[src/rtl/fft_transpose_buf.sv]
// fft_transpose_buf: ping-pong 4x4 corner-turn buffer between the stage-1 and stage-2 radix-4 passes.
// Optional macro FFT_TRBUF_FRAME_CNT_EN adds the 8-bit drained-frame counter output frame_cnt.
module fft_transpose_buf #(
   parameter  int DW = 17,
   localparam int CW = 2 * DW,
   localparam int BW = 8 * DW
) (
   input  logic          clk,
   input  logic          rst,
   input  logic          in_valid,
   input  logic [BW-1:0] in_data,
   output logic          in_ready,
   output logic          out_valid,
   output logic [BW-1:0] out_data,
   output logic [2:0]    out_rotation,
   input  logic          out_ready
`ifdef FFT_TRBUF_FRAME_CNT_EN
   ,
   output logic [7:0]    frame_cnt
`endif
);

   logic [CW-1:0] mem [2][4][4];
   logic [1:0]    full;
   logic [1:0]    full_nxt;
   logic          wr_bank;
   logic          rd_bank;
   logic [1:0]    wr_row;
   logic [1:0]    rd_col;
   logic          wr_en;
   logic          rd_en;

   // Ready comes only from registered state (plus reset), never from in_valid.
   assign in_ready  = !rst && !full[wr_bank];
   assign out_valid = full[rd_bank];
   assign wr_en     = in_valid && in_ready;
   assign rd_en     = out_valid && out_ready;

   // Writer only touches a non-full bank and reader only a full one, so the two updates never collide.
   always_comb begin
      full_nxt = full;
      if (wr_en && (wr_row == 2'd3))
         full_nxt[wr_bank] = 1'b1;
      if (rd_en && (rd_col == 2'd3))
         full_nxt[rd_bank] = 1'b0;
   end

   always_ff @(posedge clk) begin
      if (rst) begin
         full    <= 2'b00;
         wr_bank <= 1'b0;
         rd_bank <= 1'b0;
         wr_row  <= 2'd0;
         rd_col  <= 2'd0;
      end else begin
         full <= full_nxt;
         if (wr_en) begin
            wr_row <= wr_row + 2'd1;
            if (wr_row == 2'd3)
               wr_bank <= ~wr_bank;
         end
         if (rd_en) begin
            rd_col <= rd_col + 2'd1;
            if (rd_col == 2'd3)
               rd_bank <= ~rd_bank;
         end
      end
   end

   // Storage is not reset; the full flags alone decide what is visible.
   always_ff @(posedge clk) begin
      if (wr_en) begin
         for (int k = 0; k < 4; k++)
            mem[wr_bank][wr_row][k] <= in_data[CW*k +: CW];
      end
   end

   always_comb begin
      out_data     = '0;
      out_rotation = 3'b000;
      if (out_valid) begin
         for (int r = 0; r < 4; r++)
            out_data[CW*r +: CW] = mem[rd_bank][r][rd_col];
         out_rotation = {1'b1, rd_col};
      end
   end

`ifdef FFT_TRBUF_FRAME_CNT_EN
   always_ff @(posedge clk) begin
      if (rst)
         frame_cnt <= 8'd0;
      else if (rd_en && (rd_col == 2'd3))
         frame_cnt <= frame_cnt + 8'd1;
   end
`endif

endmodule

[config.mk]
export PLATFORM = sky130hd
export DESIGN_NAME = fft_transpose_buf
export DESIGN_NICKNAME = d
export VERILOG_FILES = /design/src/rtl/fft_transpose_buf.sv
export SDC_FILE = /design/constraint.sdc
export NUM_CORES = 1
export LEC_CHECK = 0
export CAP_MARGIN = 5
export CORE_ASPECT_RATIO = 1.4
export CORE_MARGIN = 3
export CORE_UTILIZATION = 47
export CTS_BUF_LIST = sky130_fd_sc_hd__clkbuf_2
export DETAILED_ROUTE_END_ITERATION = 6
export PLACE_DENSITY_LB_ADDON = 0.2
export RECOVER_POWER = 50
export SKIP_CTS_REPAIR_TIMING = 1
export SYNTH_ARGS = -nofsm -noshare
export SYNTH_HDL_FRONTEND = slang
export SYNTH_SLANG_ARGS = --single-unit
[constraint.sdc]
create_clock -name clk -period 20.3 [get_ports clk]
set_clock_uncertainty 0.1 [all_clocks]
set_input_delay 2.03 -clock clk [delete_from_list [all_inputs] [get_ports clk]]
set_output_delay 2.03 -clock clk [all_outputs]
set_load 0.05 [all_outputs]
Word-level counts from Yosys, hierarchy flattened
Memory sizes are Yosys's and may differ from the RTL's. A register that Yosys moved wholly into a read port is not among the register bits.
Index checks and enable logic that the tools add are counted.

operators by class
  $add $sub $neg = 2
  magnitude comparators = 7
  equality and inequality tests = 2
  muxes and demuxes = 1,671
  bitwise gates (word level) = 1,639
  reduce and logical (&&, ||, !) cells = 12

operator list
  operator               number
  $mux W544              4
  $mux W1                1,641
  $or A1 B1 Y1           1,632
  $demux W136 S2         4
  $mux W34               9
  $bmux W34 S2           4
  $mux W136              2
  $mux W102              1
  $mux W68               1
  $logic_and A1 B1 Y1    8
  $ge A3 B3 Y1 const B   2
  $not A2 Y3             2
  $add A2 B1 Y2 const B  2
  $eq A2 B2 Y1 const B   2
  $lt A1 B2 Y1 const B   2
  $mux W2                2
  $reduce_and A2 Y1      2
  $lt A3 B1 Y1 const B   1
  $mux W3                1
  $and A2 B2 Y2          1
  $demux W1 S1           2
  $ge A1 B1 Y1 const B   2
  $logic_not A1 Y1       2
  $not A1 Y1             2
  2 further kinds        2

word-level totals
  register bits after elaboration = 8
  bits in writable memories = 1,088
  bits of input ports = 140
  output and inout port bits = 141
  word-level logic and storage cells = 3,339
  memories = 1

memory list
  memory  depth  bits a word  read ports  clocked after memory_dff  write ports  RTL line  RTL
  mem     2      544          1           1                         1            23        logic [CW-1:0] mem [2][4][4];

Logic depth before layout (Yosys ltp)
  word-level depth = 10
  gate-level depth with buffers = 7

Least setup slack after synthesis
OpenSTA, ideal clock, no wires.

  path type = input to register
  from = in rst
  to = mem mem[1][136] in the netlist's numbering, enable pin
  setup time = 965 ps
  arrival time = 15,274 ps
  slack = 3,960 ps
  cell stages on the path = 3
  buffers on the path = 2
  cell sequence = buf_2 > clkbuf_1 > nor4_1

on the way
  longest elaborated chain between the ends = 8
  elaborated cells on any way between the ends = 11
  those cells by class = 5 x mux; 3 x bitwise; 3 x reduce/logical

RTL lines
  element                               RTL line  RTL
  from (decl)                           9         input logic rst,
  $logic_not A1 Y1 *                    34        assign in_ready = !rst && !full[wr_bank];
  $logic_and A1 B1 Y1 *                 34
  $logic_and A1 B1 Y1 *                 36        assign wr_en = in_valid && in_ready;
  $mux W1 *                             72        if (wr_en) begin
  $mux W544 (implied by the code)       74        mem[wr_bank][wr_row][k] <= in_data[CW*k +: CW];
  $or A1 B1 Y1 (no line) (2 in series)  -
  $or A1 B1 Y1 (no line) *              -
  to (decl)                             23

Mark *: on every way between the ends. The rest lies on a longest branch, timed or not.

Final worst setup path
  from = reg rd_col[0]
  to = out out_data[49]

on the way
  longest elaborated chain between the ends = 5

RTL lines
  element                                       RTL line  RTL
  from (decl)                                   29        logic [1:0] rd_col;
  from (signal assigned)                        63        rd_col <= rd_col + 2'd1;
  $not A2 Y3 (implied by the code)              83        out_data[CW*r +: CW] = mem[rd_bank][r][rd_col];
  $bmux W34 S2                                  83
  $mux W34 (implied by the code) (2 in series)  83
  $mux W136                                     81        if (out_valid) begin
  to (decl)                                     14        output logic [BW-1:0] out_data,

No other way between the ends. The select of a mux whose other input is x is not followed.

==> key figures <==
Global routing
  – Initial antenna violation count: 10
  – Tot GR Track Use: approximately a fifth
  – M3 GR Usage: under 10%
  – Vias in the first global route: ~26,000
  – Global-route wire length before repair: between 150,000 and 200,000 um
  – Largest net degree at the start of global routing: ~140
  – GR Util met2: about a third
  – Global route total overflow: 0
  – Met1 global-route usage: approximately a quarter
  – Global route hottest layer: met2

Synthesis
  – Synth top cells by count: edfxtp_1 (1,088), mux2_1 (320), mux4_2 (272)
  – Mean Syn Cell Area: roughly 22 sq um
  – Synthesized flop and latch total: roughly 1,100
  – Synth cell types: 32
  – Post-synth top flop: edfxtp_1
  – Top-area cell type share of the netlist area: between 70 and 80%
  – Share of flip-flops with an asynchronous set or reset: 0%
  – Post-Syn Nets: roughly 2,300
  – Leading area contributor after synthesis: edfxtp_1
  – Post-synth EDFFs: approximately 1,100
  – Yosys warning total: 0
  – Mapped cell area: 46,300 sq um
  – Most common cell in the netlist: edfxtp_1
  – Register area share after synthesis: between 70% and 80%
  – Ranking of synthesized cells by area: edfxtp_1 (71%), mux4_2 (13%), mux2_1 (7.8%), a22o_1 (2.6%), mux2_2 (2.1%)
  – Post-Synthesis Cells: approximately 2,100

CTS
  – Reg clk slew, reported paths: about 0.1 ns
  – CTS Buf Count: 280
  – TritonCTS clock tree: yes
  – Worst-Skew Late Latency: 1.47 ns
  – # H-tree levels: 5
  – Root buffer cell: clkbuf_2
  – Clk sink count: about 1,100
  – Clock Path Buffers: 4

STA
  – Endpoints failing hold: 0
  – Worst-margin pin slew: 9.279 ns
  – Worst hold slack: between 0.4 and 0.5 ns
  – Final min period: about 9.5 ns
  – Fin. max-slew vios: roughly 770
  – Worst setup margin: between 10 and 15 ns
  – FMAX: roughly 110 MHz
  – RSZ-0062 raised after global routing: no
  – Slew headroom: -518.6%
  – Fin Setup TNS: 0 ns
  – Period utilization: a little under half
  – Final setup violation count: 0

Setup path
  – Crit-path slowest cell: dfxtp_1
  – CP max stage delay: ~3.0 ns
  – WP buf/inv: 2
  – Reg2reg end: mem[0][401]
  – Reg-to-reg startpoint: wr_row[1]
  – R2R setup slack: between 10 and 15 ns
  – Worst Path Required: about 18 ns
  – R2r worst-path depth: 5
  – Cell Chain, Critical Path: buf_4, mux4_2, a22o_1, clkdlybuf4s50_1
  – Max FO, Critical Path: between 70 and 80
  – Top delay family on crit path: flip-flops
  – Worst setup path class: reg2out
  – Critical path arrival: 7.33 ns
  – Critical Path Stages: 4
  – Critical path launch point type: flop
  – CP endpoint kind: primary output

Placement
  – IO buf count: between 200 and 300
  – RD Place Congestion: approximately 0.72
  – Post-placement setup slack: approximately 14 ns
  – HPWL after detailed placement: ~55,000 um
  – Post-DP Area: 49,980 sq um

Routing
  – Vias per inst: around 5.7
  – Routed WL: 102,900 um
  – DR vias: approximately 23,000
  – Final ANT Viol Nets: 0
  – Avg WL per Cell: 25.33 um
  – DR pass1 iterations: 5
  – # DRC: 0
  – Detailed Route Iter0 Violations: roughly 1,600

Cells and area
  – Post-route cell area: 52,130 sq um
  – Layout area overhead: 12.60%
  – Layout cells sized above 1: approximately 28%
  – FILL cells: 7,857
  – Nets@finish: 2,715

Run status
  – Status: finished with violations
  – Failing checks: capacitance limit, slew limit

Pwr
  – Leak: about 16 nW
  – Worst vdd ir: between 0.00004 and 0.00005 V
  – Pwr Density: a little under 80 nW/um^2

Min path
  – Hold Path Depth: 2
  – Hold path startpoint: rd_bank
  – Hold crit path type: reg2reg

Die
  – Core region area: about 97,000 sq um
  – Die area: 102,400 sq um
  – Die width: about 270 um
  – Row cnt: approximately 140
  – Initial Utilization: approximately 48%
  – Die Y: between 300 and 400 um
  – IO Count: between 200 and 300

Flow run
  – Max-cap violations: 14
-- power by group --
part	switching [mW]	leakage [nW]	internal [mW]
Combinational	0.109	4.68	0.0835
Sequential	0.00632	9.90	2.53
Clock	0.840	1.76	0.521
Total	0.956	16.3	3.13
-- worst max-delay path by stage --
| stage | start | end | slack, ns |
|---|---|---|---|
| 3_5_place_dp | flop | out_data[101] | 13.82 |
| 4_1_cts | flop | out_data[101] | 11.96 |
| 6_report | rd_col[0] | out_data[49] | 10.84 |
| 3_3_place_gp | flop | out_data[101] | 13.84 |
| 2_1_floorplan | rst | mem[1][136] | 3.96 |
| 5_1_grt | rd_col[0] | out_data[49] | 10.34 |
-- routing by layer --
layer	vias up	wire length, um
met3	130	6343
met1	12276	41330
li1	10099	-
met5	-	0
met2	736	53420
met4	0	1778
-- cells by family (layout without fill, tap and decap cells) --
group / after synthesis / after routing / synth area share (%)
and+or+nand+nor: 29 / 29 / 0.4297
other: 0 / 12 / 0
AOI/OAI and AO/OA: 151 / 151 / 2.751
adders and majority gates: 5 / 5 / 0.1351
DFF: 1097 / 1097 / 70.96
buffers and inverters: 183 / 783 / 2.489
muxes: 683 / 683 / 23.24
-- area by class of cell --
| class | count | area [sq um] | area share [%] |
|---|---|---|---|
| inverter | 8 | 31.28 | 0.06000 |
| clock inverter | 74 | 315.3 | 0.6048 |
| sequential | 1097 | 32860 | 63.02 |
| timing repair buffer | 315 | 3045 | 5.842 |
| multi-input combinational | 868 | 12300 | 23.59 |
| clock buffer | 386 | 1932 | 3.706 |
| antenna | 12 | 30.03 | 0.05760 |
| tap | 1301 | 1628 | 3.122 |
-- worst min-delay path: cells and delay by family (launching register included) --
family,cells,cell delay (ns)
flip-flops,1,0.36
buffers and inverters,1,0.08
AO/OA/AOI/OAI,1,0.06
-- registers in the layout (all words and copies together), names as in the netlist, named ones only --
name	cells
mem	1088
full	2
rd_col	2
wr_row	2
rd_bank	1
wr_bank	1
-- metrics by stage --
stage | power (mW) | utilization, % | std cells
global route | 4.282 | 53.57 | 4057
finish | 4.088 | 53.58 | 4061
CTS | 4.148 | 53.68 | 4049
detailed placement | 2.776 | 51.37 | 3589
global placement | 2.764 | 51.37 | 3589
floorplan | 2.703 | - | 2148
-- placed cells by master (no fill, tap or decap), drive strengths merged --
cell type / Yosys / final
edfxtp: 1088 / 1088
mux2: 409 / 409
clkbuf: 81 / 398
mux4: 272 / 272
clkdlybuf4s50: 0 / 245
a22o: 136 / 136
clkinv: 0 / 71
dlygate4sd3: 0 / 35
buf: 94 / 23
diode: 0 / 12
a21oi: 9 / 9
dfxtp: 9 / 9
inv: 8 / 9
nor4: 7 / 7
ha: 5 / 5
nor3: 5 / 5
nand2: 4 / 4
o21ai: 4 / 4
nand3: 4 / 4
nor2: 4 / 4
and2: 3 / 3
mux2i: 2 / 2
or4: 1 / 1
clkinvlp: 0 / 1
or3: 1 / 1
o31ai: 1 / 1
a41o: 1 / 1
bufinv: 0 / 1
(Power assumes the default switching activity.)
